### src/rtl/mem_access_unit_if.sv
// Bundle between the EX/MEM slot, the data cache and writeback.
// The slave side is the memory access unit itself.
interface mem_access_unit_if #(
    parameter int ADDR_WIDTH = 32
);
    logic                  in_valid;
    logic [6:0]            in_opcode;
    logic [2:0]            in_funct3;
    logic [ADDR_WIDTH-1:0] in_addr;
    logic [31:0]           in_store_data;

    logic                  mem_req_valid;
    logic                  mem_req_ready;
    logic [ADDR_WIDTH-1:0] mem_req_addr;
    logic [3:0]            mem_req_wmask;
    logic [31:0]           mem_req_wdata;

    logic                  mem_resp_valid;
    logic [31:0]           mem_resp_data;

    logic                  stall;
    logic                  wb_load_valid;
    logic [31:0]           wb_load_data;
    logic                  misalign_err;

    modport slave (
        input  in_valid,
        input  in_opcode,
        input  in_funct3,
        input  in_addr,
        input  in_store_data,
        input  mem_req_ready,
        input  mem_resp_valid,
        input  mem_resp_data,
        output mem_req_valid,
        output mem_req_addr,
        output mem_req_wmask,
        output mem_req_wdata,
        output stall,
        output wb_load_valid,
        output wb_load_data,
        output misalign_err
    );

    modport master (
        output in_valid,
        output in_opcode,
        output in_funct3,
        output in_addr,
        output in_store_data,
        output mem_req_ready,
        output mem_resp_valid,
        output mem_resp_data,
        input  mem_req_valid,
        input  mem_req_addr,
        input  mem_req_wmask,
        input  mem_req_wdata,
        input  stall,
        input  wb_load_valid,
        input  wb_load_data,
        input  misalign_err
    );
endinterface

### src/rtl/mem_access_unit.sv
// Memory stage: issues byte-masked cache requests for loads/stores
// and returns extended load data to writeback.
module mem_access_unit #(
    parameter int ADDR_WIDTH = 32
) (
    input  logic              clk,
    input  logic              reset,
    mem_access_unit_if.slave  bus
);
    localparam logic [6:0] OP_LOAD  = 7'b0000011;
    localparam logic [6:0] OP_STORE = 7'b0100011;

    typedef enum logic [0:0] {
        IDLE,
        WAIT_RESP
    } state_t;

    state_t      state_q;
    logic [2:0]  f3_q;
    logic [1:0]  off_q;
    logic        wb_valid_q;
    logic [31:0] wb_data_q;
    logic [31:0] wb_data_d;
    logic        err_q;

    logic        is_load;
    logic        is_store;
    logic        f3_ok;
    logic        aligned;
    logic        legal;
    logic [2:0]  f3;
    logic [1:0]  off;

    logic [31:0] shifted;
    logic [7:0]  rbyte;
    logic [15:0] rhalf;

    assign f3  = bus.in_funct3;
    assign off = bus.in_addr[1:0];

    always_comb begin
        is_load  = bus.in_valid && (bus.in_opcode == OP_LOAD);
        is_store = bus.in_valid && (bus.in_opcode == OP_STORE);
        f3_ok    = 1'b0;
        unique case (1'b1)
            is_load:  f3_ok = (!f3[2] && f3[1:0] != 2'b11) ||
                              (f3[2] && !f3[1]);
            is_store: f3_ok = !f3[2] && f3[1:0] != 2'b11;
            default:  f3_ok = 1'b0;
        endcase
        aligned = 1'b0;
        unique case (f3[1:0])
            2'b00:   aligned = 1'b1;
            2'b01:   aligned = !off[0];
            2'b10:   aligned = (off == 2'b00);
            default: aligned = 1'b0;
        endcase
        legal = f3_ok && aligned;
    end

    always_comb begin
        bus.mem_req_addr  = {bus.in_addr[ADDR_WIDTH-1:2], 2'b00};
        bus.mem_req_wmask = 4'b0000;
        bus.mem_req_wdata = bus.in_store_data;
        unique case (f3[1:0])
            2'b00: bus.mem_req_wdata = {4{bus.in_store_data[7:0]}};
            2'b01: bus.mem_req_wdata = {2{bus.in_store_data[15:0]}};
            default: bus.mem_req_wdata = bus.in_store_data;
        endcase
        if (is_store) begin
            unique case (f3[1:0])
                2'b00: bus.mem_req_wmask = 4'b0001 << off;
                2'b01: bus.mem_req_wmask = off[1] ? 4'b1100 : 4'b0011;
                default: bus.mem_req_wmask = 4'b1111;
            endcase
        end
    end

    always_comb begin
        bus.mem_req_valid = 1'b0;
        bus.stall         = 1'b0;
        unique case (state_q)
            IDLE: begin
                bus.mem_req_valid = legal;
                bus.stall = legal && (is_load || !bus.mem_req_ready);
            end
            WAIT_RESP: begin
                bus.stall = !bus.mem_resp_valid;
            end
            default: begin
                bus.mem_req_valid = 1'b0;
                bus.stall         = 1'b0;
            end
        endcase
    end

    always_comb begin
        shifted = bus.mem_resp_data >> {off_q, 3'b000};
        rbyte   = shifted[7:0];
        rhalf   = off_q[1] ? bus.mem_resp_data[31:16]
                           : bus.mem_resp_data[15:0];
        unique case (f3_q)
            3'b000:  wb_data_d = {{24{rbyte[7]}}, rbyte};
            3'b001:  wb_data_d = {{16{rhalf[15]}}, rhalf};
            3'b100:  wb_data_d = {24'h0, rbyte};
            3'b101:  wb_data_d = {16'h0, rhalf};
            default: wb_data_d = bus.mem_resp_data;
        endcase
    end

    // Pulses default low each cycle; a response only counts in WAIT_RESP.
    always_ff @(posedge clk) begin
        if (reset) begin
            state_q    <= IDLE;
            f3_q       <= 3'b000;
            off_q      <= 2'b00;
            wb_valid_q <= 1'b0;
            wb_data_q  <= 32'h0;
            err_q      <= 1'b0;
        end else begin
            wb_valid_q <= 1'b0;
            err_q      <= (state_q == IDLE) &&
                          (is_load || is_store) && !legal;
            unique case (state_q)
                IDLE: begin
                    if (legal && is_load && bus.mem_req_ready) begin
                        f3_q    <= f3;
                        off_q   <= off;
                        state_q <= WAIT_RESP;
                    end
                end
                WAIT_RESP: begin
                    if (bus.mem_resp_valid) begin
                        wb_data_q  <= wb_data_d;
                        wb_valid_q <= 1'b1;
                        state_q    <= IDLE;
                    end
                end
                default: state_q <= IDLE;
            endcase
        end
    end

    assign bus.wb_load_valid = wb_valid_q;
    assign bus.wb_load_data  = wb_data_q;
    assign bus.misalign_err  = err_q;
endmodule

### src/flat_wrapper.sv
// flat-port wrapper written by rule: the top's interface ports become plain ports
module mem_access_unit_flat 
#(
    parameter int ADDR_WIDTH = 32
)
  (clk, reset, bus_in_valid, bus_in_opcode, bus_in_funct3, bus_in_addr, bus_in_store_data, bus_mem_req_ready, bus_mem_resp_valid, bus_mem_resp_data, bus_mem_req_valid, bus_mem_req_addr, bus_mem_req_wmask, bus_mem_req_wdata, bus_stall, bus_wb_load_valid, bus_wb_load_data, bus_misalign_err);
  mem_access_unit_if #(.ADDR_WIDTH(ADDR_WIDTH)) bus_i ();
  input  logic clk;
  input  logic reset;
  input wire logic [$bits(bus_i.in_valid)-1:0] bus_in_valid;
  input wire logic [$bits(bus_i.in_opcode)-1:0] bus_in_opcode;
  input wire logic [$bits(bus_i.in_funct3)-1:0] bus_in_funct3;
  input wire logic [$bits(bus_i.in_addr)-1:0] bus_in_addr;
  input wire logic [$bits(bus_i.in_store_data)-1:0] bus_in_store_data;
  input wire logic [$bits(bus_i.mem_req_ready)-1:0] bus_mem_req_ready;
  input wire logic [$bits(bus_i.mem_resp_valid)-1:0] bus_mem_resp_valid;
  input wire logic [$bits(bus_i.mem_resp_data)-1:0] bus_mem_resp_data;
  output wire logic [$bits(bus_i.mem_req_valid)-1:0] bus_mem_req_valid;
  output wire logic [$bits(bus_i.mem_req_addr)-1:0] bus_mem_req_addr;
  output wire logic [$bits(bus_i.mem_req_wmask)-1:0] bus_mem_req_wmask;
  output wire logic [$bits(bus_i.mem_req_wdata)-1:0] bus_mem_req_wdata;
  output wire logic [$bits(bus_i.stall)-1:0] bus_stall;
  output wire logic [$bits(bus_i.wb_load_valid)-1:0] bus_wb_load_valid;
  output wire logic [$bits(bus_i.wb_load_data)-1:0] bus_wb_load_data;
  output wire logic [$bits(bus_i.misalign_err)-1:0] bus_misalign_err;
  assign bus_i.in_valid = bus_in_valid;
  assign bus_i.in_opcode = bus_in_opcode;
  assign bus_i.in_funct3 = bus_in_funct3;
  assign bus_i.in_addr = bus_in_addr;
  assign bus_i.in_store_data = bus_in_store_data;
  assign bus_i.mem_req_ready = bus_mem_req_ready;
  assign bus_i.mem_resp_valid = bus_mem_resp_valid;
  assign bus_i.mem_resp_data = bus_mem_resp_data;
  assign bus_mem_req_valid = bus_i.mem_req_valid;
  assign bus_mem_req_addr = bus_i.mem_req_addr;
  assign bus_mem_req_wmask = bus_i.mem_req_wmask;
  assign bus_mem_req_wdata = bus_i.mem_req_wdata;
  assign bus_stall = bus_i.stall;
  assign bus_wb_load_valid = bus_i.wb_load_valid;
  assign bus_wb_load_data = bus_i.wb_load_data;
  assign bus_misalign_err = bus_i.misalign_err;
  mem_access_unit #(.ADDR_WIDTH(ADDR_WIDTH)) u_core (.clk(clk), .reset(reset), .bus(bus_i));
endmodule
### config.mk
export PLATFORM = sky130hd
export DESIGN_NAME = mem_access_unit_flat
export DESIGN_NICKNAME = d
export VERILOG_FILES = /design/src/rtl/mem_access_unit_if.sv /design/src/rtl/mem_access_unit.sv /design/src/flat_wrapper.sv
export SDC_FILE = /design/constraint.sdc
export NUM_CORES = 1
export LEC_CHECK = 0
export ABC_AREA = 1
export BUFFER_PORTS_ARGS = -buffer_cell sky130_fd_sc_hd__buf_2
export CAP_MARGIN = 0
export CORE_MARGIN = 4
export CORE_UTILIZATION = 38
export CTS_BUF_LIST = sky130_fd_sc_hd__clkbuf_16
export DETAILED_ROUTE_END_ITERATION = 6
export GPL_TIMING_DRIVEN = 0
export PLACE_DENSITY = 0.74
export SLEW_MARGIN = 5
export SYNTH_ARGS = -nofsm -noshare
export SYNTH_HDL_FRONTEND = slang
export SYNTH_SLANG_ARGS = --single-unit
### constraint.sdc
create_clock -name clk -period 1.2 [get_ports clk]
set_input_delay 0 -clock clk [delete_from_list [all_inputs] [get_ports clk]]
set_output_delay 0 -clock clk [all_outputs]
set_load 0.02 [all_outputs]
==> implementation parameters, run 1 <==
Parameter                              Value

Floorplanning
  Area of the die    9410 µm²
  Initial Util    0.3896
  Die Y-Extent    97.01 µm
  Count of pins on the block boundary    215
  Area inside the core boundary    7727 µm²
  Die Span X    97.01 µm
  Number of placement rows    32

Timing
  Clock tree skew after final layout    0.002768 ns
  Final hold vios    0
  Final setup vio count    30
  Final worst setup slack    -0.1607 ns
  Worst max-slew margin expressed relative to the limit    0.6616
  Total count of max-transition violations in the final report    0
  Final critical-path required period    1.361 ns
  Hold Worst Slack    0.01210 ns
  Top achievable clock speed    734.9 MHz
  Unrepaired setup endpoints after global routing    true
  Period utilization    1.134
  Slew @ Worst Pin    0.5076 ns

Detailed routing
  Count of routing violations after the opening detailed-route iteration    180
  Total iterations of the first detailed-routing run    5
  Routed wire length    11.31 mm
  Number of nets with antenna violations after routing    0
  Via total after detailed routing    3951
  Via/cell ratio    4.945
  DRC Markers    0
  Routed wirelength normalized by instance count    14.15 µm

Clock tree
  Hold Buf Count CTS    0
  Clk sink count    40
  Clock-pin slew reported for the worst setup and hold paths after clock tree synthesis    0.06 ns
  Number of clock buffers inserted by TritonCTS    5
  CTS Root Buffer Type    clkbuf_16
  TritonCTS clock tree    done
  CTS Buffer Depth    2
  Number of H-tree levels    2
  Clk_lat worst skew    0.28 ns

Finish
  Number of diodes    0
  Total of fill cells in the finished design    751
  Area used by multi-input combinational logic    1777 µm²
  Total Nets Final    807
  Share of layout cells above drive strength 1    0.4692
  Final Instance Area    4636 µm²
  Area added between synthesis and finish    53.99%
  Total area of sequential cells    814.5 µm²

Logic synthesis
  #FFs+latches synth    40
  Post-Synthesis Cell Area    3010 µm²
  Number of synthesis warnings    0
  Unique masters post-synth    28
  Sequential cell area fraction in the yosys report    0.2660
  Synthesized instance count    493
  Avg Inst Size Synth    6.106 µm²

Placement
  Routability Congestion    0.8673
  Pre-CTS WS    -0.3664 ns
  Area of placed instances    4048 µm²
  Detail Placement HPWL    8.972 mm
  Total of buffers placed on input and output ports    181

Global routing
  Remaining global-route overflow    0
  Wire length of the first global-routing pass    17.60 mm
  Total track usage    0.2250
  Number of global-route vias before repair    3817
  Maximum number of pins on one net before global-route repair    13
  Number of antenna violations at the first check in global routing    0

Setup path
  Required time at the worst-slack endpoint    1.37 ns
  Worst Setup Path Type    flop to flop
  R2R cell count    9
  Worst Setup End Kind    flop
  Startpoint of the worst register-to-register path    u_core.off_q[1]
  Worst path arrival time    1.53 ns
  Max Fanout on Critical Path    7
  Setup slack of the most critical reg-to-reg path    -0.16 ns
  Critical R2R Capture    u_core.bus.wb_load_data[6]
  Worst setup SP type    flop

Min path
  Cell depth of the worst hold path    3
  Hold crit path type    input port to flop
  Startpoint of the worst hold path    bus_mem_resp_data[5]
  Worst hold path endpoint    u_core.bus.wb_load_data[5]

Power and ir drop
  Cell area power density    751.7 nW/µm²
  Maximum ir drop on the vdd rail    479.5 µV
  Static leakage    2.584 nW

Status
  Failing checks    setup timing
  Result of the run    complete, but fails checks

Job
  Number of max-capacitance violations reported    0
-- state kept, by name, summed over array words and instances, names as in the netlist --
| name | count |
|---|---|
| u_core.state_q | 1 |
| u_core.bus.misalign_err | 1 |
| u_core.bus.wb_load_valid | 1 |
| u_core.bus.wb_load_data | 32 |
| u_core.f3_q | 3 |
| u_core.off_q | 2 |
-- power breakdown --
part | total, mW | internal [mW] | switching [mW]
clock network | 1.27 | 0.755 | 0.519
registers | 1.32 | 1.32 | 0.0000259
logic | 0.890 | 0.365 | 0.525
-- logic make-up after synthesis --
logic type             count (synthesis)  share of synthesized area
and+or+nand+nor                      210                     0.3026
buffers and inverters                124                     0.2182
AOI/OAI and AO/OA                    118                     0.2120
DFF                                   40                     0.2660
other                                  1                   0.001246
-- metal layers --
layer / track usage / part of all wire / vias up
met3: 0.05768 / 0.092 / 33
met1: 0.2353 / 0.36 / 1754
met2: 0.4252 / 0.51 / 215
met5: 0 / 0 / -
li1: - / - / 1949
met4: 0.08747 / 0.036 / 0
-- stage by stage --
stage                     power, mW  TNS (ns)  instances  utilization
after floorplan               1.840         0        494            -
after global placement        2.185    -6.020        777       0.5238
after detailed placement      2.190    -6.546        777       0.5238
after CTS                     3.503    -2.143        795       0.5792
after global routing          3.638    -6.334        799       0.5999
final                         3.484    -2.912        799       0.5999
-- synth_stat cells --
library cell / instances / area (µm²)
buf_6: 2 / 22.52
clkbuf_1: 8 / 30.03
inv_2: 2 / 7.510
nor2_1: 65 / 244.0
inv_4: 1 / 6.260
o21ai_0: 40 / 200.2
nand2_4: 3 / 33.78
nand2_1: 98 / 367.9
buf_1: 2 / 7.510
nor3_2: 1 / 10.01
nor3_1: 7 / 35.03
inv_1: 58 / 217.7
buf_4: 44 / 330.3
a21oi_2: 1 / 8.760
nand4_1: 9 / 56.30
o21ai_1: 19 / 95.09
a21oi_1: 40 / 200.2
dfxtp_1: 40 / 800.8
or2_2: 2 / 12.51
nor3_4: 1 / 16.27
nor2_2: 3 / 18.77
nand4_2: 1 / 12.51
o211ai_1: 17 / 127.6
conb_1: 1 / 3.750
nand2_2: 3 / 18.77
buf_2: 7 / 35.03
nand3_1: 17 / 85.08
a31oi_1: 1 / 6.260
-- cells in the final DEF (no fill, tap or decap), types with 3 or more instances in the layout --
cell type / n
nand2_4: 4
inv_1: 54
buf_2: 184
nor2_2: 8
o211ai_1: 17
a21oi_1: 33
inv_2: 3
dfxtp_4: 3
nand3_1: 10
o21ai_1: 17
o21ai_0: 29
nand3_2: 6
nor2_4: 5
buf_4: 48
nor3_1: 7
clkbuf_16: 6
nand4_1: 9
clkbuf_4: 3
nand2_2: 5
dfxtp_1: 35
o21ai_2: 12
a21oi_2: 7
nor2_1: 55
clkbuf_1: 4
nand2_1: 94
buf_6: 10
-- timing repair --
item,in CTS,in global routing
setup buffers,9,2
gates cloned,1,2
endpoints found under the setup margin,34,39
pin swaps,9,7
endpoints found under the hold margin,0,0
gates resized for setup,61,41
-- area by class of cell --
class                           count  area share
Buffer                             63      0.1004
Tap cell                          102     0.02753
Multi-Input combinational cell    330      0.3833
Sequential cell                    40      0.1757
Timing Repair Buffer              194      0.2300
Timing Repair inverter              1    0.001080
Clock inverter                      3    0.002969
Inverter                           61     0.05209
Clock buffer                        5     0.02699
-- worst max-delay path: stages, from the launching register on --
cell        delay (ns)
dfxtp_4           0.37
buf_6             0.12
clkinvlp_4        0.17
buf_6             0.18
nor2_4            0.06
o21ai_1           0.06
o21ai_1           0.07
nand2_1           0.06
o21ai_1           0.08
a21oi_1           0.08
-- how the worst max path moves through the flow --
stage / from / end / slack (ns) / depth (start not counted)
after detailed placement: u_core.off_q[1] / u_core.bus.wb_load_data[1] / -0.37 / 5
after global placement: u_core.off_q[1] / u_core.bus.wb_load_data[1] / -0.37 / 5
after floorplan: u_core.off_q[0] / u_core.bus.wb_load_data[18] / 0.02 / 8
after CTS: u_core.off_q[1] / u_core.bus.wb_load_data[6] / -0.15 / 9
after global routing: u_core.off_q[0] / u_core.bus.wb_load_data[28] / -0.26 / 7
final: u_core.off_q[1] / u_core.bus.wb_load_data[6] / -0.16 / 9
No activity file was read; power rests on OpenSTA's default activity.
==> run 2, diff against run 1 <==
--- a/config.mk
+++ b/config.mk
@@ -9,11 +9,11 @@
 export BUFFER_PORTS_ARGS = -buffer_cell sky130_fd_sc_hd__buf_2
 export CAP_MARGIN = 0
 export CORE_MARGIN = 4
-export CORE_UTILIZATION = 38
+export CORE_UTILIZATION = 42
 export CTS_BUF_LIST = sky130_fd_sc_hd__clkbuf_16
 export DETAILED_ROUTE_END_ITERATION = 6
 export GPL_TIMING_DRIVEN = 0
-export PLACE_DENSITY = 0.74
+export PLACE_DENSITY = 0.78
 export SLEW_MARGIN = 5
 export SYNTH_ARGS = -nofsm -noshare
 export SYNTH_HDL_FRONTEND = slang
==> constraint.sdc (replaced) <==
create_clock -name clk -period 1.4 [get_ports clk]
set_input_delay 0 -clock clk [delete_from_list [all_inputs] [get_ports clk]]
set_output_delay 0 -clock clk [all_outputs]
set_load 0.02 [all_outputs]
==> implementation parameters, run 2 (synthesis results as in run 1) <==
Parameter                              Value

Status
  Result of the run    completed

Power and ir drop
  Fraction of power consumed by combinational cells    0.232
  Share of total power consumed by net switching    0.2819
  Part of the total power dissipated in the clock network    0.409
  Cell internal power dissipation    2.270 mW
  Proportion of power drawn by flip-flops and latches    0.359
  Switching power    891.0 µW
  Maximum ir drop on the vdd rail    449.7 µV
  Cell area power density    717.1 nW/µm²
  Static leakage    2.556 nW

Detailed routing
  Wire length the detailed router placed on met1    4.288 mm
  Via total after detailed routing    3930
  Number of nets with antenna violations after routing    0
  DRC Markers    0
  Total iterations of the first detailed-routing run    5
  Routed wire length on met2    5.527 mm
  Count of routing violations after the opening detailed-route iteration    208
  Met3 wirelength from detailed routing    1.031 mm
  Uppermost layer routed    met4
  Routed wirelength normalized by instance count    13.92 µm
  Routed wire length    11.00 mm
  Via/cell ratio    4.975

Finish
  Utilization after layout    0.6417
  Number of flip-flops in the largest register    32
  Area added between synthesis and finish    46.43%
  Most common cell after layout, fill and taps aside    buf_2
  Final non-filler cell total    790
  Share of layout cells above drive strength 1    0.4207
  Highest-count cells in the layout ignoring fill and taps    buf_2 (187), nand2_1 (98), nor2_1 (58)
  Number of diodes    0
  Total Nets Final    804

Floorplanning
  Die Y-Extent    92.66 µm
  Count of pins on the block boundary    215
  Area inside the core boundary    6869 µm²
  Initial Util    0.4383
  Die Span X    92.66 µm
  Number of placement rows    30
  Area of the die    8586 µm²

Timing
  Hold Worst Slack    0.02611 ns
  Final critical-path required period    1.394 ns
  Total count of max-transition violations in the final report    0
  Final hold vios    0
  Final setup vio count    0
  Clock tree skew after final layout    0.005539 ns
  Slew @ Worst Pin    0.5234 ns
  Top achievable clock speed    717.5 MHz
  Setup total negative slack    0 ns
  Worst max-slew margin expressed relative to the limit    0.6511
  Unrepaired setup endpoints after global routing    true
  Period utilization    0.9956

Setup path
  Critical Path Slowest Stage Cell    dfxtp_4
  Worst Setup Path Type    flop to flop
  Critical path's largest stage delay    0.35 ns
  Buf/Inv on CP    2
  Cell-by-cell listing of the critical path    buf_8, buf_4, nor2_2, a21oi_1, o21ai_0, nand2_1, o21ai_1, a21oi_1
  Worst Setup End Kind    flop
  Cell mode on critical path    a21oi_1
  Max Fanout on Critical Path    6
  Worst path arrival time    1.56 ns
  Worst setup SP type    flop
  Required time at the worst-slack endpoint    1.57 ns
  Crit-path leading delay family    compound AO/OA/AOI/OAI gates

Clock tree
  TritonCTS clock tree    done
  Clk sink count    40
  Number of H-tree levels    2
  Clk_lat worst skew    0.28 ns
  Number of clock buffers inserted by TritonCTS    5
  CTS Root Buffer Type    clkbuf_16
  CTS Buffer Depth    2
  Clock-pin slew reported for the worst setup and hold paths after clock tree synthesis    0.06 ns

Global routing
  Number of global-route vias before repair    3655
  Total track usage    0.2409
  Wire length of the first global-routing pass    17.11 mm
  Maximum number of pins on one net before global-route repair    13
  Remaining global-route overflow    0
  Number of antenna violations at the first check in global routing    0

Min path
  Hold crit path type    input port to flop

Placement
  Routability Congestion    0.9165
  Detail Placement HPWL    8.747 mm
  Total of buffers placed on input and output ports    181
  Number of placed instances, taps included    771

Job
  Number of max-capacitance violations reported    0
-- run 2: changes by cell type in the layout (fill, tap and decap cells not counted), moves of 5 or more --
cell	delta
nand3_2	-5
o21ai_2	-9
o21ai_0	+6
nor2_4	-5
nand3_1	+6
a21oi_1	+5
buf_6	-5
-- run 2: per-stage QoR --
| step | power (mW) | setup WS, ns | instance area (µm²) |
|---|---|---|---|
| finish | 3.161 | 0.006186 | 4408 |
| global route | 3.277 | -0.09979 | 4408 |
| CTS | 3.132 | 0.01086 | 4234 |
| detailed placement | 1.867 | -0.1367 | 4040 |
| global placement | 1.863 | -0.1661 | 4040 |
| floorplan | 1.577 | 0.2205 | 3014 |
-- run 2: power groups by stage --
stage	sequential (mW)	clock, mW	combinational, mW
after floorplan	1.16	0	0.414
after global placement	1.16	0	0.700
after detailed placement	1.16	0	0.704
after global routing	1.13	1.35	0.796
after CTS	1.14	1.29	0.706
final	1.13	1.29	0.733
-- run 2: tightest hold or removal path, delay by kind of cell --
kind	cells	cell delay (ns)
compound gates	2	0.19
buf+inv	1	0.08
-- run 2: path summary, 6_finish.rpt --
path                                                  start                     endpoint  slack (ns)  cells after the start
worst min-delay path                   bus_mem_resp_data[5]   u_core.bus.wb_load_data[5]        0.03                      3
worst max register to register              u_core.off_q[1]   u_core.bus.wb_load_data[5]       0.006                      8
worst max-delay path                        u_core.off_q[1]   u_core.bus.wb_load_data[5]       0.006                      8
worst min register to register  u_core.bus.wb_load_data[15]  u_core.bus.wb_load_data[15]        0.47                      2
-- run 2: final cells by class --
type | count | area (µm²)
Buffer | 63 | 447.9
Clock buffer | 5 | 125.1
Clock inverter | 3 | 38.79
Fill cell | 668 | 2461
Inverter | 61 | 237.7
Multi-Input combinational cell | 330 | 1612
Sequential cell | 40 | 809.5
Tap cell | 96 | 120.1
Timing Repair Buffer | 192 | 1017
-- run 2: per-layer routing --
metal  vias up  global-route usage
li1       1945                   -
met4         0             0.05372
met1      1758              0.2857
met5         -                   0
met3        18             0.05199
met2       209              0.4423
-- run 2: what timing repair did --
action | CTS | global route
hold buffers | 0 | 0
gates cloned | 0 | 1
gates resized for setup | 7 | 35
pin swaps | 1 | 6
endpoints found under the setup margin | 21 | 32
setup buffers | 2 | 8
